$ cat src/rtl/rca_wb_sequencer_pkg.sv
// Shared types for the RCA writeback sequencer: sizing constants, instruction ID,
// FSM state and the captured result-set record.
package rca_wb_sequencer_pkg;

    localparam int unsigned NUM_RESULTS     = 4;
    localparam int unsigned NUM_WRITE_PORTS = 2;
    localparam int unsigned CNT_W           = $clog2(NUM_RESULTS + 1);
    localparam int unsigned ID_W            = 4;

    typedef logic [ID_W-1:0] id_t;

    typedef enum logic [1:0] {
        StIdle,
        StDrain,
        StRetire
    } rca_wb_state_t;

    typedef struct packed {
        id_t                          id;
        logic [CNT_W-1:0]             count;
        logic [NUM_RESULTS-1:0][4:0]  rd_addr;
        logic [NUM_RESULTS-1:0][31:0] data;
    } rca_result_set_t;

endpackage

$ cat src/rtl/rca_wb_beat_select.sv
// Combinational beat builder: picks the next run of unblocked entries starting at ptr
// and binds slot k to write port k.
module rca_wb_beat_select #(
    parameter int unsigned NumResults    = 4,
    parameter int unsigned NumWritePorts = 2,
    localparam int unsigned CntW         = $clog2(NumResults + 1),
    localparam int unsigned IdxW         = (NumResults > 1) ? $clog2(NumResults) : 1
) (
    input  logic                               enable_i,
    input  logic [CntW-1:0]                    ptr_i,
    input  logic [CntW-1:0]                    count_i,
    input  logic [NumResults-1:0][4:0]         rd_addr_i,
    input  logic [NumResults-1:0][31:0]        data_i,
    input  logic                               alu_retired_i,
    input  logic [4:0]                         alu_rd_addr_i,
    output logic [NumWritePorts-1:0]           wp_valid_o,
    output logic [NumWritePorts-1:0][4:0]      wp_rd_addr_o,
    output logic [NumWritePorts-1:0][31:0]     wp_data_o,
    output logic [CntW-1:0]                    accepted_o,
    output logic                               blocked_o
);

    logic [NumWritePorts-1:0]       in_range;
    logic [NumWritePorts-1:0][4:0]  cand_rd;
    logic [NumWritePorts-1:0][31:0] cand_data;
    logic                           stop;
    logic                           hit;

    // Gather the candidate entries ptr..ptr+NumWritePorts-1 that lie below count
    always_comb begin
        in_range  = '0;
        cand_rd   = '0;
        cand_data = '0;
        for (int unsigned k = 0; k < NumWritePorts; k++) begin
            in_range[k]  = (32'(ptr_i) + 32'(k)) < 32'(count_i);
            cand_rd[k]   = rd_addr_i[IdxW'(32'(ptr_i) + 32'(k))];
            cand_data[k] = data_i[IdxW'(32'(ptr_i) + 32'(k))];
        end
    end

    // Accept slots in order until the first one colliding with the ALU or an earlier slot
    always_comb begin
        wp_valid_o   = '0;
        wp_rd_addr_o = '0;
        wp_data_o    = '0;
        accepted_o   = '0;
        blocked_o    = 1'b0;
        stop         = 1'b0;
        hit          = 1'b0;
        for (int unsigned k = 0; k < NumWritePorts; k++) begin
            hit = alu_retired_i && (alu_rd_addr_i != 5'd0) && (cand_rd[k] == alu_rd_addr_i);
            // Every slot before k is already accepted whenever slot k is reached
            for (int unsigned j = 0; j < k; j++) begin
                if ((cand_rd[k] != 5'd0) && (cand_rd[j] == cand_rd[k])) begin
                    hit = 1'b1;
                end
            end
            if (enable_i && in_range[k] && !stop) begin
                if (hit) begin
                    stop      = 1'b1;
                    blocked_o = 1'b1;
                end else begin
                    accepted_o = accepted_o + CntW'(1);
                    // rd 0 entries retire silently without a port strobe
                    if (cand_rd[k] != 5'd0) begin
                        wp_valid_o[k]   = 1'b1;
                        wp_rd_addr_o[k] = cand_rd[k];
                        wp_data_o[k]    = cand_data[k];
                    end
                end
            end
        end
    end

endmodule

$ cat src/rtl/rca_wb_sequencer.sv
// RCA writeback sequencer: captures one RCA result set, drains it over the RCA
// register-file write ports around ALU port-0 collisions, then retires its ID.
// Optional build macro RCA_WB_STATS_EN adds a saturating stall_count output.
module rca_wb_sequencer
    import rca_wb_sequencer_pkg::*;
(
    input  logic                                  clk,
    input  logic                                  rst,
    input  logic                                  rca_valid,
    output logic                                  rca_ready,
    input  id_t                                   rca_id,
    input  logic [CNT_W-1:0]                      rca_count,
    input  logic [NUM_RESULTS-1:0][4:0]           rca_rd_addr,
    input  logic [NUM_RESULTS-1:0][31:0]          rca_data,
    input  logic                                  alu_retired,
    input  logic [4:0]                            alu_rd_addr,
    output logic [NUM_WRITE_PORTS-1:0]            wp_valid,
    output logic [NUM_WRITE_PORTS-1:0][4:0]       wp_rd_addr,
    output logic [NUM_WRITE_PORTS-1:0][31:0]      wp_data,
    output logic                                  wb_done,
    output id_t                                   wb_id,
    input  logic                                  wb_ack,
    output logic                                  busy
`ifdef RCA_WB_STATS_EN
    ,
    output logic [31:0]                           stall_count
`endif
);

    rca_wb_state_t   state_q, state_d;
    rca_result_set_t set_q, set_d;
    logic [CNT_W-1:0] ptr_q, ptr_d;
    logic [CNT_W-1:0] beat_accepted;
    logic [CNT_W-1:0] ptr_next;
    logic             beat_blocked;

    rca_wb_beat_select #(
        .NumResults    (NUM_RESULTS),
        .NumWritePorts (NUM_WRITE_PORTS)
    ) u_beat_select (
        .enable_i      (state_q == StDrain),
        .ptr_i         (ptr_q),
        .count_i       (set_q.count),
        .rd_addr_i     (set_q.rd_addr),
        .data_i        (set_q.data),
        .alu_retired_i (alu_retired),
        .alu_rd_addr_i (alu_rd_addr),
        .wp_valid_o    (wp_valid),
        .wp_rd_addr_o  (wp_rd_addr),
        .wp_data_o     (wp_data),
        .accepted_o    (beat_accepted),
        .blocked_o     (beat_blocked)
    );

    assign ptr_next = ptr_q + beat_accepted;

    // State register
    always_ff @(posedge clk) begin
        if (rst) begin
            state_q <= StIdle;
        end else begin
            state_q <= state_d;
        end
    end

    // Next-state: a stalled beat leaves ptr short of count and holds DRAIN
    always_comb begin
        state_d = state_q;
        unique case (state_q)
            StIdle: begin
                if (rca_valid) begin
                    state_d = (rca_count == '0) ? StRetire : StDrain;
                end
            end
            StDrain: begin
                if (ptr_next == set_q.count) begin
                    state_d = StRetire;
                end
            end
            StRetire: begin
                if (wb_ack) begin
                    state_d = StIdle;
                end
            end
            default: state_d = StIdle;
        endcase
    end

    // Capture the set on acceptance and advance the drain pointer
    always_comb begin
        set_d = set_q;
        ptr_d = ptr_q;
        if (state_q == StIdle && rca_valid) begin
            set_d.id      = rca_id;
            set_d.count   = rca_count;
            set_d.rd_addr = rca_rd_addr;
            set_d.data    = rca_data;
            ptr_d         = '0;
        end else if (state_q == StDrain) begin
            ptr_d = ptr_next;
        end
    end

    // Held set and pointer registers
    always_ff @(posedge clk) begin
        if (rst) begin
            set_q <= '0;
            ptr_q <= '0;
        end else begin
            set_q <= set_d;
            ptr_q <= ptr_d;
        end
    end

    // Handshake outputs decoded from the registered state
    always_comb begin
        rca_ready = (state_q == StIdle);
        wb_done   = (state_q == StRetire);
        wb_id     = set_q.id;
        busy      = (state_q != StIdle);
    end

`ifdef RCA_WB_STATS_EN
    logic [31:0] stall_count_q;

    // Count DRAIN cycles with any blocked candidate, saturating at all-ones
    always_ff @(posedge clk) begin
        if (rst) begin
            stall_count_q <= '0;
        end else if (state_q == StDrain && beat_blocked && stall_count_q != '1) begin
            stall_count_q <= stall_count_q + 32'd1;
        end
    end

    assign stall_count = stall_count_q;
`else
    logic unused_beat_blocked;
    assign unused_beat_blocked = beat_blocked;
`endif

endmodule
$ cat config.mk
export PLATFORM = sky130hd
export DESIGN_NAME = rca_wb_sequencer
export DESIGN_NICKNAME = d
export VERILOG_FILES = /design/src/rtl/rca_wb_sequencer_pkg.sv /design/src/rtl/rca_wb_beat_select.sv /design/src/rtl/rca_wb_sequencer.sv
export SDC_FILE = /design/constraint.sdc
export NUM_CORES = 1
export LEC_CHECK = 0
export BUFFER_PORTS_ARGS = -buffer_cell sky130_fd_sc_hd__buf_2
export CORE_AREA = 2 2 129 131
export CTS_BUF_LIST = sky130_fd_sc_hd__clkbuf_2 sky130_fd_sc_hd__clkbuf_4 sky130_fd_sc_hd__clkbuf_8
export DETAILED_ROUTE_END_ITERATION = 8
export DIE_AREA = 0 0 131 133
export PLACE_DENSITY = 0.88
export SLEW_MARGIN = 20
export SYNTH_ARGS = -nofsm -noshare
export SYNTH_HDL_FRONTEND = slang
export SYNTH_HIERARCHICAL = 1
export SYNTH_SLANG_ARGS = --single-unit
$ cat constraint.sdc
create_clock -name clk -period 4.3 [get_ports clk]
set_input_delay 1.29 -clock clk [delete_from_list [all_inputs] [get_ports clk]]
set_output_delay 1.29 -clock clk [all_outputs]
set_load 0.005 [all_outputs]
==> results.cfg <==
[cells_and_area]
area.growth.synth_to_final_pct = 24.6
finish.net_count = 1367
drive_gt1_share_pct = 34.0
layout.cell_area.non_filler_um2 = 10500
layoutNonFillerInstCount = 1427

[clocking]
cts_root_buffer = sky130_fd_sc_hd__clkbuf_8
cts_tree = built
cts_sinks = 160
htree_num_levels = 4
clk_pin_slew_ns = 0.08
cts-buffers-inserted = 17
clk-insertion-delay-late_ns = 0.45
clock_tree_buf_depth = 2

[global_routing]
via_count_of_the_first_global_routing_pass = 7402
gr-usage-all-layers_pct = 26.6
grt.overflow.total = 0
grt_max_degree = 79
grt_antenna_before_repair = 2
grt_pass1_wl_um = 36400

[placement]
placed_cell_area_um2 = 9830
gpl.final_weighted_congestion = 0.968
dp.final_hpwl_um = 16500
worst_slack_placed_ns = -0.173
numPortBuffers = 247
dp.cells = 1391

[critical_path]
sequence_of_cells_on_the_critical_path = buf_6, or4_4, o21ai_4, buf_6, nand2b_4, o31ai_4, o21bai_4, clkbuf_16, nor2b_2, buf_2
slowest_stage = sky130_fd_sc_hd__or4_4
crit_buf_inv = 4
worst-path-max-fanout = 7
crit_family = simple AND/OR/NAND/NOR gates
setup.worst_path.start_class = primary input
worstPathRequired_ns = 3.01
timing.critical_path.slowest_cell_delay_ns = 0.54
path_class = in -> out
cp.arrival_ns = 3.12
worst_setup_path_end_kind = primary output
cp_common_cell = sky130_fd_sc_hd__buf_6

[timing]
setup_repair_after_global_routing_missed_its_margin = yes
finalWorstSetupSlack_ns = -0.106
fin_hold_ws_ns = 0.457
report.final.slew_viol_count = 0
timing.clock.skew_ns = 0.0120
setup_failing_eps_final = 64
tightestPinTransition_ns = 0.826
slew_headroom_pct = 44.9
finalWorstPathRequiredPeriod_ns = 4.41
share_of_the_cycle_needed_by_the_critical_path_after_routing_pct = 102
fmax_mhz = 227
timing_hold_violations_final = 0

[drt]
avgViaCountPerCell = 5.66
drcViolationCount = 0
drt_wl_total_um = 24100
routed_wire_length_per_instance_um = 16.9
ant_nets = 0
first_iter_violations = 672
vias = 8078
detailedRoute.firstPassIterationCount = 5

[outcome]
violations = negative setup slack
run_status = finished, violations left

[die]
coreArea_um2 = 16200
placementRows = 47
fp.dieArea_um2 = 17400
chip_height_um = 133
start_util_pct = 52.1
die_w_um = 131
io_pins = 248

[hold_path]
worstHoldPathType = reg -> reg

[synthesis]
syn_area_um2 = 8430
syn_avg_cell_area_um2 = 8.61
mappedNetlistNets = 1152
post_synth_inst_count = 979
ys_warn_count = 6

[power_and_ir_drop]
total_leakage_power_uw = 0.00427
total_power_uw = 4390
power_density_nw_per_um2 = 418
worst_ir_drop_vdd_mv = 0.222

[job]
maxCapViolCount = 0
## through the flow
step	utilization, %	setup TNS, ns
2_1_floorplan	-	0
3_3_place_gp	60.8	-5.75
3_5_place_dp	60.8	-9.24
4_1_cts	63.9	-0.0555
5_1_grt	65.0	-5.99
6_report	65.0	-2.92
## worst paths after layout
kind	start	endpoint	slack, ns	depth (start not counted)
max	alu_rd_addr[1]	wp_data[3]	-0.11	10
min	wb_id[1]	wb_id[1]	0.46	2
max reg2reg	ptr_q[0]	ptr_q[2]	0.33	15
min reg2reg	wb_id[1]	wb_id[1]	0.46	2
## report_power, final
| part | total, uW | internal [uW] | switching [uW] |
|---|---|---|---|
| combinational | 1370 | 605 | 770 |
| clock | 1230 | 680 | 549 |
| sequential | 1790 | 1650 | 141 |
| total | 4390 | 2930 | 1460 |
## placed cells by master (no fill, tap or decap), types with 5 or more instances in the layout
cell	count
sky130_fd_sc_hd__a21oi_1	157
sky130_fd_sc_hd__nor2b_1	27
sky130_fd_sc_hd__buf_6	6
sky130_fd_sc_hd__buf_2	244
sky130_fd_sc_hd__nand2_1	344
sky130_fd_sc_hd__clkbuf_8	20
sky130_fd_sc_hd__dfxtp_1	158
sky130_fd_sc_hd__xnor2_1	12
sky130_fd_sc_hd__nor2_1	34
sky130_fd_sc_hd__nor2b_4	5
sky130_fd_sc_hd__ha_1	6
sky130_fd_sc_hd__inv_1	10
sky130_fd_sc_hd__and2_1	6
sky130_fd_sc_hd__buf_4	18
sky130_fd_sc_hd__buf_12	8
sky130_fd_sc_hd__mux4_2	74
sky130_fd_sc_hd__xor2_1	9
## state kept, by name (all words and copies together) (netlist names)
name and cells:
ptr_q 3, set_q 151, state_q 2, wb_id 4
## tightest hold or removal path: stages, from the launching register on
cell,delay (ns)
sky130_fd_sc_hd__dfxtp_1,0.32
sky130_fd_sc_hd__nand2_1,0.05
sky130_fd_sc_hd__a21oi_1,0.05
## routing by layer
layer  vias up  GRT usage, %  wire, um
li1       3747             -         -
met5         -             0         0
met3        68          6.39      2190
met4         0          10.0       747
met1      3804          35.2      9240
met2       459          42.2     12000
## repair_timing
| action | in CTS | in global routing |
|---|---|---|
| gates cloned | 0 | 2 |
| endpoints found under the setup margin | 76 | 76 |
| pin swaps | 0 | 0 |
| setup buffers | 0 | 2 |
| resized for setup | 14 | 24 |
| hold buffers | 0 | 0 |
## layout make-up
cell class | instances | area [um^2]
clock buffers | 21 | 283
clock inverters | 10 | 159
repair buffers | 278 | 1630
well taps | 220 | 275
multi-input cells | 727 | 4900
fillers | 1264 | 5670
flip-flops and latches | 160 | 3210
inverters | 10 | 37.5
diodes | 1 | 2.50
Note: power is estimated with default switching activity, not from simulation.
